==> src/rtl/sipo_frame_ctrl_if.sv <==
`default_nettype none
// ============================================================================
//  Module      : sipo_frame_ctrl_if
//  Description : Bundle of the frame controller's serial-side and word-side
//                signals.
//                master : drives the strobes and consumer ready, observes status
//                slave  : the frame controller itself
//  Ports       : start, bit_valid, serial_in, par_ready, overrun_clr (to slave)
//                par_out[WIDTH], par_valid, busy, overrun, parity_err (from slave)
//  Revision    : 1.0 - initial release
// ============================================================================
interface sipo_frame_ctrl_if #(
  parameter int WIDTH = 4
);
  logic             start;
  logic             bit_valid;
  logic             serial_in;
  logic             par_ready;
  logic             overrun_clr;
  logic [WIDTH-1:0] par_out;
  logic             par_valid;
  logic             busy;
  logic             overrun;
  logic             parity_err;

  modport master (
    output start, bit_valid, serial_in, par_ready, overrun_clr,
    input  par_out, par_valid, busy, overrun, parity_err
  );

  modport slave (
    input  start, bit_valid, serial_in, par_ready, overrun_clr,
    output par_out, par_valid, busy, overrun, parity_err
  );
endinterface
`default_nettype wire

==> src/rtl/sipo_frame_ctrl.sv <==
`default_nettype none
// ============================================================================
//  Module      : sipo_frame_ctrl
//  Description : Frame-level serial-to-parallel receive controller. Shifts
//                WIDTH bits (first bit ends up in the MSB) under a start /
//                bit strobe protocol, then hands the word to a one-entry
//                valid/ready output buffer. If the buffer is still occupied
//                the word is held in the shift stage and further bits are
//                dropped and flagged through the sticky overrun flag.
//  Option      : SIPO_FRAME_PARITY_EN - adds an even-parity bit after the data
//                bits; parity_err reports the check for the word in par_out.
//                When undefined, parity_err is tied low.
//  Ports       : clk        - clock, rising edge
//                reset      - asynchronous, active-high reset
//                bus.slave  - start/bit_valid/serial_in/par_ready/overrun_clr in,
//                             par_out/par_valid/busy/overrun/parity_err out
//  Revision    : 1.0 - initial release
// ============================================================================
module sipo_frame_ctrl #(
  parameter int WIDTH = 4
) (
  input  logic             clk,
  input  logic             reset,
  sipo_frame_ctrl_if.slave bus
);

  localparam int               CNT_W    = $clog2(WIDTH + 1);
  localparam logic [CNT_W-1:0] LAST_CNT = CNT_W'(WIDTH - 1);
  localparam logic [CNT_W-1:0] CNT_ONE  = CNT_W'(1);

  localparam logic [1:0] IDLE   = 2'd0;
  localparam logic [1:0] SHIFT  = 2'd1;
  localparam logic [1:0] FULL   = 2'd2;
`ifdef SIPO_FRAME_PARITY_EN
  localparam logic [1:0] PARITY = 2'd3;
`endif

  logic [1:0]       r_state;
  logic [WIDTH-1:0] r_shreg;
  logic [CNT_W-1:0] r_cnt;
  logic [WIDTH-1:0] r_par_out;
  logic             r_par_valid;
  logic             r_overrun;

  logic             w_drain;
  logic             w_buf_free;
  logic [WIDTH-1:0] w_next_shreg;
  logic             w_last_data;
  logic             w_load_new;
  logic             w_load_held;
  logic             w_load;
  logic [WIDTH-1:0] w_load_val;

  // Buffer is free if empty or being drained on this very edge.
  assign w_drain      = r_par_valid && bus.par_ready;
  assign w_buf_free   = !r_par_valid || bus.par_ready;
  assign w_next_shreg = {r_shreg[WIDTH-2:0], bus.serial_in};
  // A start in SHIFT wins over a coincident bit strobe.
  assign w_last_data  = (r_state == SHIFT) && !bus.start && bus.bit_valid &&
                        (r_cnt == LAST_CNT);
  assign w_load_held  = (r_state == FULL) && w_drain;
  assign w_load       = w_load_new || w_load_held;

`ifdef SIPO_FRAME_PARITY_EN
  logic w_par_taken;
  logic w_parity_bit;
  logic r_pbit;
  logic r_parity_err;

  assign w_par_taken  = (r_state == PARITY) && !bus.start && bus.bit_valid;
  assign w_load_new   = w_par_taken && w_buf_free;
  // Data bits are already complete in the shift stage by the parity phase.
  assign w_load_val   = r_shreg;
  assign w_parity_bit = (r_state == FULL) ? r_pbit : bus.serial_in;

  // Parity bit is remembered so a stalled word keeps its check result.
  always_ff @(posedge clk or posedge reset) begin
    if (reset) begin
      r_pbit       <= 1'b0;
      r_parity_err <= 1'b0;
    end else begin
      if (w_par_taken) begin
        r_pbit <= bus.serial_in;
      end
      if (w_load) begin
        r_parity_err <= (^r_shreg) ^ w_parity_bit;
      end
    end
  end

  assign bus.parity_err = r_parity_err;
`else
  assign w_load_new     = w_last_data && w_buf_free;
  assign w_load_val     = (r_state == FULL) ? r_shreg : w_next_shreg;
  assign bus.parity_err = 1'b0;
`endif

  always_ff @(posedge clk or posedge reset) begin
    if (reset) begin
      r_state     <= IDLE;
      r_shreg     <= '0;
      r_cnt       <= '0;
      r_par_out   <= '0;
      r_par_valid <= 1'b0;
      r_overrun   <= 1'b0;
    end else begin
      // Output buffer: a load on the drain edge keeps valid high (back-to-back).
      if (w_load) begin
        r_par_out   <= w_load_val;
        r_par_valid <= 1'b1;
      end else if (w_drain) begin
        r_par_valid <= 1'b0;
      end

      // Set has priority over clear.
      if ((r_state == FULL) && bus.bit_valid) begin
        r_overrun <= 1'b1;
      end else if (bus.overrun_clr) begin
        r_overrun <= 1'b0;
      end

      case (r_state)
        IDLE: begin
          if (bus.start) begin
            r_state <= SHIFT;
            r_shreg <= '0;
            r_cnt   <= '0;
          end
        end
        SHIFT: begin
          if (bus.start) begin
            r_shreg <= '0;
            r_cnt   <= '0;
          end else if (bus.bit_valid) begin
            r_shreg <= w_next_shreg;
            r_cnt   <= r_cnt + CNT_ONE;
            if (w_last_data) begin
`ifdef SIPO_FRAME_PARITY_EN
              r_state <= PARITY;
`else
              r_state <= w_buf_free ? IDLE : FULL;
`endif
            end
          end
        end
`ifdef SIPO_FRAME_PARITY_EN
        PARITY: begin
          if (bus.start) begin
            r_state <= SHIFT;
            r_shreg <= '0;
            r_cnt   <= '0;
          end else if (bus.bit_valid) begin
            r_state <= w_buf_free ? IDLE : FULL;
          end
        end
`endif
        FULL: begin
          if (w_drain) begin
            r_state <= IDLE;
          end
        end
        default: r_state <= IDLE;
      endcase
    end
  end

  assign bus.par_out   = r_par_out;
  assign bus.par_valid = r_par_valid;
  assign bus.busy      = (r_state != IDLE);
  assign bus.overrun   = r_overrun;

endmodule
`default_nettype wire
==> src/flat_wrapper.sv <==
// flat-port wrapper written by rule: the top's interface ports become plain ports
module sipo_frame_ctrl_flat 
#(
  parameter int WIDTH = 4
)
  (clk, reset, bus_start, bus_bit_valid, bus_serial_in, bus_par_ready, bus_overrun_clr, bus_par_out, bus_par_valid, bus_busy, bus_overrun, bus_parity_err);
  sipo_frame_ctrl_if #(.WIDTH(WIDTH)) bus_i ();
  input  logic clk;
  input  logic reset;
  input wire logic [$bits(bus_i.start)-1:0] bus_start;
  input wire logic [$bits(bus_i.bit_valid)-1:0] bus_bit_valid;
  input wire logic [$bits(bus_i.serial_in)-1:0] bus_serial_in;
  input wire logic [$bits(bus_i.par_ready)-1:0] bus_par_ready;
  input wire logic [$bits(bus_i.overrun_clr)-1:0] bus_overrun_clr;
  output wire logic [$bits(bus_i.par_out)-1:0] bus_par_out;
  output wire logic [$bits(bus_i.par_valid)-1:0] bus_par_valid;
  output wire logic [$bits(bus_i.busy)-1:0] bus_busy;
  output wire logic [$bits(bus_i.overrun)-1:0] bus_overrun;
  output wire logic [$bits(bus_i.parity_err)-1:0] bus_parity_err;
  assign bus_i.start = bus_start;
  assign bus_i.bit_valid = bus_bit_valid;
  assign bus_i.serial_in = bus_serial_in;
  assign bus_i.par_ready = bus_par_ready;
  assign bus_i.overrun_clr = bus_overrun_clr;
  assign bus_par_out = bus_i.par_out;
  assign bus_par_valid = bus_i.par_valid;
  assign bus_busy = bus_i.busy;
  assign bus_overrun = bus_i.overrun;
  assign bus_parity_err = bus_i.parity_err;
  sipo_frame_ctrl #(.WIDTH(WIDTH)) u_core (.clk(clk), .reset(reset), .bus(bus_i));
endmodule
==> config.mk <==
export PLATFORM = sky130hd
export DESIGN_NAME = sipo_frame_ctrl_flat
export DESIGN_NICKNAME = d
export VERILOG_FILES = /design/src/rtl/sipo_frame_ctrl_if.sv /design/src/rtl/sipo_frame_ctrl.sv /design/src/flat_wrapper.sv
export SDC_FILE = /design/constraint.sdc
export NUM_CORES = 1
export LEC_CHECK = 0
export CORE_MARGIN = 5
export CORE_UTILIZATION = 44
export CTS_CLUSTER_DIAMETER = 40
export CTS_CLUSTER_SIZE = 12
export DETAILED_ROUTE_END_ITERATION = 12
export HOLD_SLACK_MARGIN = 0.05
export PLACE_DENSITY_LB_ADDON = 0.08
export SYNTH_ARGS = -nofsm -noshare
export SYNTH_HDL_FRONTEND = slang
export SYNTH_SLANG_ARGS = --single-unit
==> constraint.sdc <==
create_clock -name clk -period 1.5 [get_ports clk]
set_input_delay 0.3 -clock clk [delete_from_list [all_inputs] [get_ports clk]]
set_output_delay 0.3 -clock clk [all_outputs]
set_load 0.05 [all_outputs]
Yosys cells after proc, flatten, opt, wreduce, memory -nomap -nowiden
Cells that the tools add are included.
- flip-flop bits (word level): 15
- latch bits: 0
- bits in writable memories: 0
- memory bits (read-only): 0
- bits of input ports: 7
- word-level logic and storage cells: 54
- memories: 0
- $add $sub $neg: 1
- multiply operators: 0
- divide/modulo/power cells: 0
- $lt $le $gt $ge: 0
- eq/ne operators: 9
- shift-type cells: 0
- muxes and demuxes: 20
- bitwise operators: 0
- reduce and logical (&&, ||, !) cells: 18
- operator list (operator ; number):
    two-way mux 4 bit ; 4
    two-way mux 2 bit ; 6
    two-way mux 3 bit ; 3
    one-hot mux 4 bit (2 select lines) ; 1
    nonzero test 2 bit ; 4
    logical AND 1 bit ; 7
    inequality test 2 bit (second input constant) ; 3
    one-hot mux 2 bit (3 select lines) ; 1
    one-hot mux 3 bit (2 select lines) ; 1
    AND reduction 5 bit ; 1
    two-way mux 1 bit ; 4
    inequality test 2 x 1 -> 1 bit (second input constant) ; 2
    adder 3 x 1 -> 3 bit (second input constant) ; 1
    == test 3 x 2 -> 1 bit (second input constant) ; 1
    inequality test 3 bit (second input constant) ; 1
    AND reduction 3 bit ; 1
    == test 2 x 1 -> 1 bit (second input constant) ; 1
    == test 2 bit (second input constant) ; 1
    zero test 1 bit ; 2
    zero test 2 bit ; 1
    logical OR 1 bit ; 2

Depth between registers and ports, before layout
- depth in word-level cells: 8
- mapped depth: 5
- gate-level depth less buffers: 5

Least setup slack after synthesis
OpenSTA, ideal clock, no wires.
- path kind: register -> register
- from: register u_core.r_cnt[1]
- to: register u_core.r_par_out[2], in the netlist u_core.bus.par_out[2]
- arrival time: 1.406 ns
- data required time: 1.377 ns
- setup slack: -0.030 ns
- cell stages (with the launch flop): 6
- buffers on the path: 0
- clock period less this slack: 1.530 ns
- cells stage by stage: dfrtp_1 -> ha_1 -> ha_1 -> nand4b_2 -> or3_4 -> o221a_1
- word-level cells in the longest chain between the ends: 4
- ends and longest elaborated chain (element ; RTL line ; RTL):
    start, declared ; sipo_frame_ctrl.sv:40 ; logic [CNT_W-1:0] r_cnt;
    start signal, assigned ; sipo_frame_ctrl.sv:136 ; r_cnt <= r_cnt + CNT_ONE;
    == test 3 x 2 -> 1 bit ; sipo_frame_ctrl.sv:60 ; (r_cnt == LAST_CNT);
    logical AND 1 bit ; sipo_frame_ctrl.sv:59 ; assign w_last_data = (r_state == SHIFT) && !bus.start && bus.bit_valid &&
    logical AND 1 bit ; sipo_frame_ctrl.sv:93 ; assign w_load_new = w_last_data && w_buf_free;
    logical OR 1 bit ; sipo_frame_ctrl.sv:62 ; assign w_load = w_load_new || w_load_held;
    end signal, assigned ; sipo_frame_ctrl.sv:109 ; r_par_out <= w_load_val;
    end, declared ; sipo_frame_ctrl.sv:41 ; logic [WIDTH-1:0] r_par_out;
Every way passes these cells.
A chain may end at the register's enable or synchronous reset.

Worst setup path in the final report
- from: register u_core.r_cnt[1]
- to: register u_core.r_par_out[0], in the netlist u_core.bus.par_out[0]
The elaborated chain is that of the path after synthesis.

==> impl_summary.md <==
Floorplanning
The overall die height is 52.3 um. The core area is 0.00171 mm2. In this run the count of I/O pins placed on the die edge is 15. The starting utilization of the core area is 46.1%. Row generation in the floorplan step produced 15 rows. The die area is 0.00273 mm2.

The width of the die is 52.3 um.

Clock network
For the worst-skew pair, the clock arrives at the later sink with an insertion delay of 280 ps. After clock tree synthesis, the clock-pin slew on the worst setup and hold paths is 100 ps. In this run the number of H-tree levels came out at 1. The tree is rooted in a sky130_fd_sc_hd__clkbuf_4.

The number of hold-repair buffers added at the cts stage is 0. The longest clock path from root to sink contains 2 buffers. The clock net sink count is 15. The TritonCTS clock tree is done.

In this run, CTS created clock tree buffers numbering 3.

Final layout
The filler-free cell count of the finished design is 128. The area growth from synthesis to layout is 47.9%. With fillers left out, the area of the finished cells amounts to 0.00116 mm2. The post-route netlist has 39.8% of its cells at a drive strength greater than 1.

The count of antenna diodes in the layout is 0. The net total in the final layout is 113.

Logic synthesis
The sequential fraction of the synthesis area is 47.7%. The simple-gate share of the synthesized area is 20.3%. The netlist uses 26 different library cells. The mean cell area of the mapped netlist is 10.4 um2. The adder and majority gate portion of the synthesized area is 3.18%. In this run, synthesis produced a sequential element count of 15. Synthesis produced a netlist with a net count of 85.

The synthesized area is 787 um2. Yosys printed 0 warnings. The number of cells produced by synthesis is 76.

After Yosys synthesis, XOR and XNOR cells account for 0% of the synthesized area. By area, the combinational part of the netlist is dominated by compound AO/OA/AOI/OAI gates. Summing the areas of all compound-gate instances in the mapped netlist gives 21.5% of the synthesized area.

The post-synthesis mux area share is 1.43%.

Timing
After layout, the worst path uses 103% of the clock period. Across all setup checks in the final design, the least slack found is -41.7 ps. For the final routed database, the setup TNS stands at -143 ps. The worst clock skew is 6.14 ps. The minimum period implied by the final worst setup slack is 1540 ps. Setup violations remaining at the end of the flow were counted as 4.

The maximum clock rate is 649 MHz. The max-slew violation count came to 0. Setup repair after global routing could not meet its margin everywhere. The count of final hold-check violations is 0.

Placement
The weighted congestion at the end of routability-driven global placement is 0.762. Counting tap cells, the placed design contains a total of 122 instances. The post-detailed-placement half-perimeter wirelength is 1330 um. The number of port buffers is 13.

Summing all placed instances gives a cell area of 0.00108 mm2.

Global route
The sum of overflow across all layers after global routing is 0. The number of antenna violations at the first check in global routing is 0. The via count of the first global-routing pass came to 654. The first-pass GRT wire length is 3090 um. Global routing used 15.1% of the available tracks across all layers. The largest net degree at the start of global routing is 11.

Run status
The flow ran to the end, but the final reports show violations. The final reports fail on negative setup slack.

Setup path
STA classifies the critical path endpoint as a register. The setup path with the least slack is of type reg -> reg. The critical path startpoint category is a register.

The maximum fanout along the worst path is 4. The data arrival time of the worst path is 1710 ps. For the worst setup path, the data required time is 1670 ps.

Route
The iteration count of the initial detailed-routing pass is 4. Using the TritonRoute via totals, the vias-per-cell ratio works out to 5.34. After detailed routing, the total wire length is 1760 um. The count of nets left with antenna violations once routing finished came out at 0. Summing over every cut layer, the via total after detailed routing is 683.

The post-detailed-route wirelength per cell is 13.7 um. The remaining design rule violation count is 0. The DRC marker count from the first detailed-route iteration is 23.

Job
The total of max-cap violations is 0.

Pwr
In this run the power density over the cells is 954 mW/mm2. VDD sags by at most 534 uV. For this design the static power due to leakage is 0.512 nW.

Worst hold path
The path category of the worst min-delay check is in -> async.
[final timing paths]
path,start,to,slack (ps),depth (start not counted)
min in group clk,u_core.r_state[1],u_core.r_state[0],470,1
hold / removal,reset,u_core.bus.par_valid,260,2
setup reg to reg,u_core.r_cnt[1],u_core.bus.par_out[0],-40,5
hold reg to reg,u_core.r_state[1],u_core.r_state[0],470,1
setup / recovery,u_core.r_cnt[1],u_core.bus.par_out[0],-40,5
max in group asynchronous,reset,u_core.r_shreg[3],820,3
[metal layers]
layer / part of all wire [%] / GRT usage, %
met4: 0.40 / 3.83
met1: 46 / 20.7
met5: 0 / 0
met2: 48 / 24.2
met3: 5.6 / 3.13
[synth_stat cells]
library cell / instances / share of area (%)
sky130_fd_sc_hd__dfrtp_1: 15 / 48
sky130_fd_sc_hd__o21ai_0: 9 / 5.7
sky130_fd_sc_hd__nand2_1: 6 / 2.9
sky130_fd_sc_hd__nor2_1: 6 / 2.9
sky130_fd_sc_hd__inv_1: 5 / 2.4
sky130_fd_sc_hd__a22o_1: 4 / 4.5
sky130_fd_sc_hd__o221a_1: 4 / 5.7
sky130_fd_sc_hd__and4bb_2: 3 / 4.8
sky130_fd_sc_hd__clkbuf_1: 3 / 1.4
sky130_fd_sc_hd__a21oi_1: 2 / 1.3
sky130_fd_sc_hd__a22oi_1: 2 / 1.9
sky130_fd_sc_hd__ha_1: 2 / 3.2
sky130_fd_sc_hd__or2_2: 2 / 1.6
sky130_fd_sc_hd__a32o_1: 1 / 1.3
sky130_fd_sc_hd__and2b_1: 1 / 0.95
sky130_fd_sc_hd__and3b_2: 1 / 1.3
sky130_fd_sc_hd__buf_4: 1 / 0.95
sky130_fd_sc_hd__clkbuf_2: 1 / 0.64
sky130_fd_sc_hd__conb_1: 1 / 0.48
sky130_fd_sc_hd__mux2_2: 1 / 1.4
sky130_fd_sc_hd__nand4b_2: 1 / 1.9
sky130_fd_sc_hd__nor2b_1: 1 / 0.80
sky130_fd_sc_hd__nor3_1: 1 / 0.64
sky130_fd_sc_hd__nor4bb_1: 1 / 1.3
sky130_fd_sc_hd__o2bb2ai_1: 1 / 1.1
sky130_fd_sc_hd__or3_4: 1 / 1.4
[cell type report]
class	count	area [um2]
sequential	15	378
tap	25	31.3
timing repair buffer	28	304
clock inverter	1	5.00
fill	143	544
clock buffer	3	22.5
inverter	5	18.8
multi-input combinational	51	404
[timing repair]
item | 4_1_cts | 5_1_grt
endpoints found under the hold margin | 0 | 0
pin swaps | 1 | 3
buffers inserted | 1 | 1
resized for setup | 5 | 2
setup endpoints to repair | 5 | 10
cloned | 0 | 0
[sequential cells by signal, summed over array words and instances, names as in the netlist]
register	cells
u_core.bus.overrun	1
u_core.bus.par_out	4
u_core.bus.par_valid	1
u_core.r_cnt	3
u_core.r_shreg	4
u_core.r_state	2
[layout by cell type, fill, tap and decap left out, types with 2 or more instances in the layout]
cell / n
sky130_fd_sc_hd__o21ai_0: 9
sky130_fd_sc_hd__and4bb_2: 3
sky130_fd_sc_hd__o221a_1: 4
sky130_fd_sc_hd__clkdlybuf4s50_1: 6
sky130_fd_sc_hd__inv_1: 5
sky130_fd_sc_hd__buf_4: 15
sky130_fd_sc_hd__dfrtp_2: 2
sky130_fd_sc_hd__nor2_1: 6
sky130_fd_sc_hd__or2_2: 2
sky130_fd_sc_hd__a22o_1: 4
sky130_fd_sc_hd__nand2_1: 6
sky130_fd_sc_hd__buf_12: 6
sky130_fd_sc_hd__a21oi_1: 2
sky130_fd_sc_hd__a22oi_1: 2
sky130_fd_sc_hd__dfrtp_1: 13
sky130_fd_sc_hd__clkbuf_4: 3
[metrics by stage]
stage                     utilization [%]  setup slack [ps]  hold WS (ps)  power [mW]
after global placement               63.4              -279           470       0.882
final                                68.1             -41.7           256        1.11
after floorplan                         -              1.99           201       0.677
after global routing                 68.1              -103           270        1.17
after CTS                            67.2             -42.9           271        1.12
after detailed placement             63.4              -270           468       0.885
[cells by family (layout without fill, tap and decap cells)]
group / Yosys count / in the layout
buf+inv: 10 / 37
other cells: 1 / 1
compound gates: 23 / 23
mux: 1 / 1
fa+ha+maj: 2 / 2
flops: 15 / 15
simple gates: 24 / 24
[power breakdown]
group          total [mW]  internal [mW]  switching, mW
Combinational       0.385          0.196          0.188
Clock               0.230         0.0987          0.132
Sequential          0.495          0.444         0.0511
Total                1.11          0.739          0.371
[worst max-delay path, cell delays in order (launching register included)]
cell and delay (ps):
sky130_fd_sc_hd__dfrtp_1 380, sky130_fd_sc_hd__ha_2 200, sky130_fd_sc_hd__ha_4 140, sky130_fd_sc_hd__nand4b_4 90
sky130_fd_sc_hd__or3_4 370, sky130_fd_sc_hd__o221a_1 260
Power figures use the tool's default switching activity.
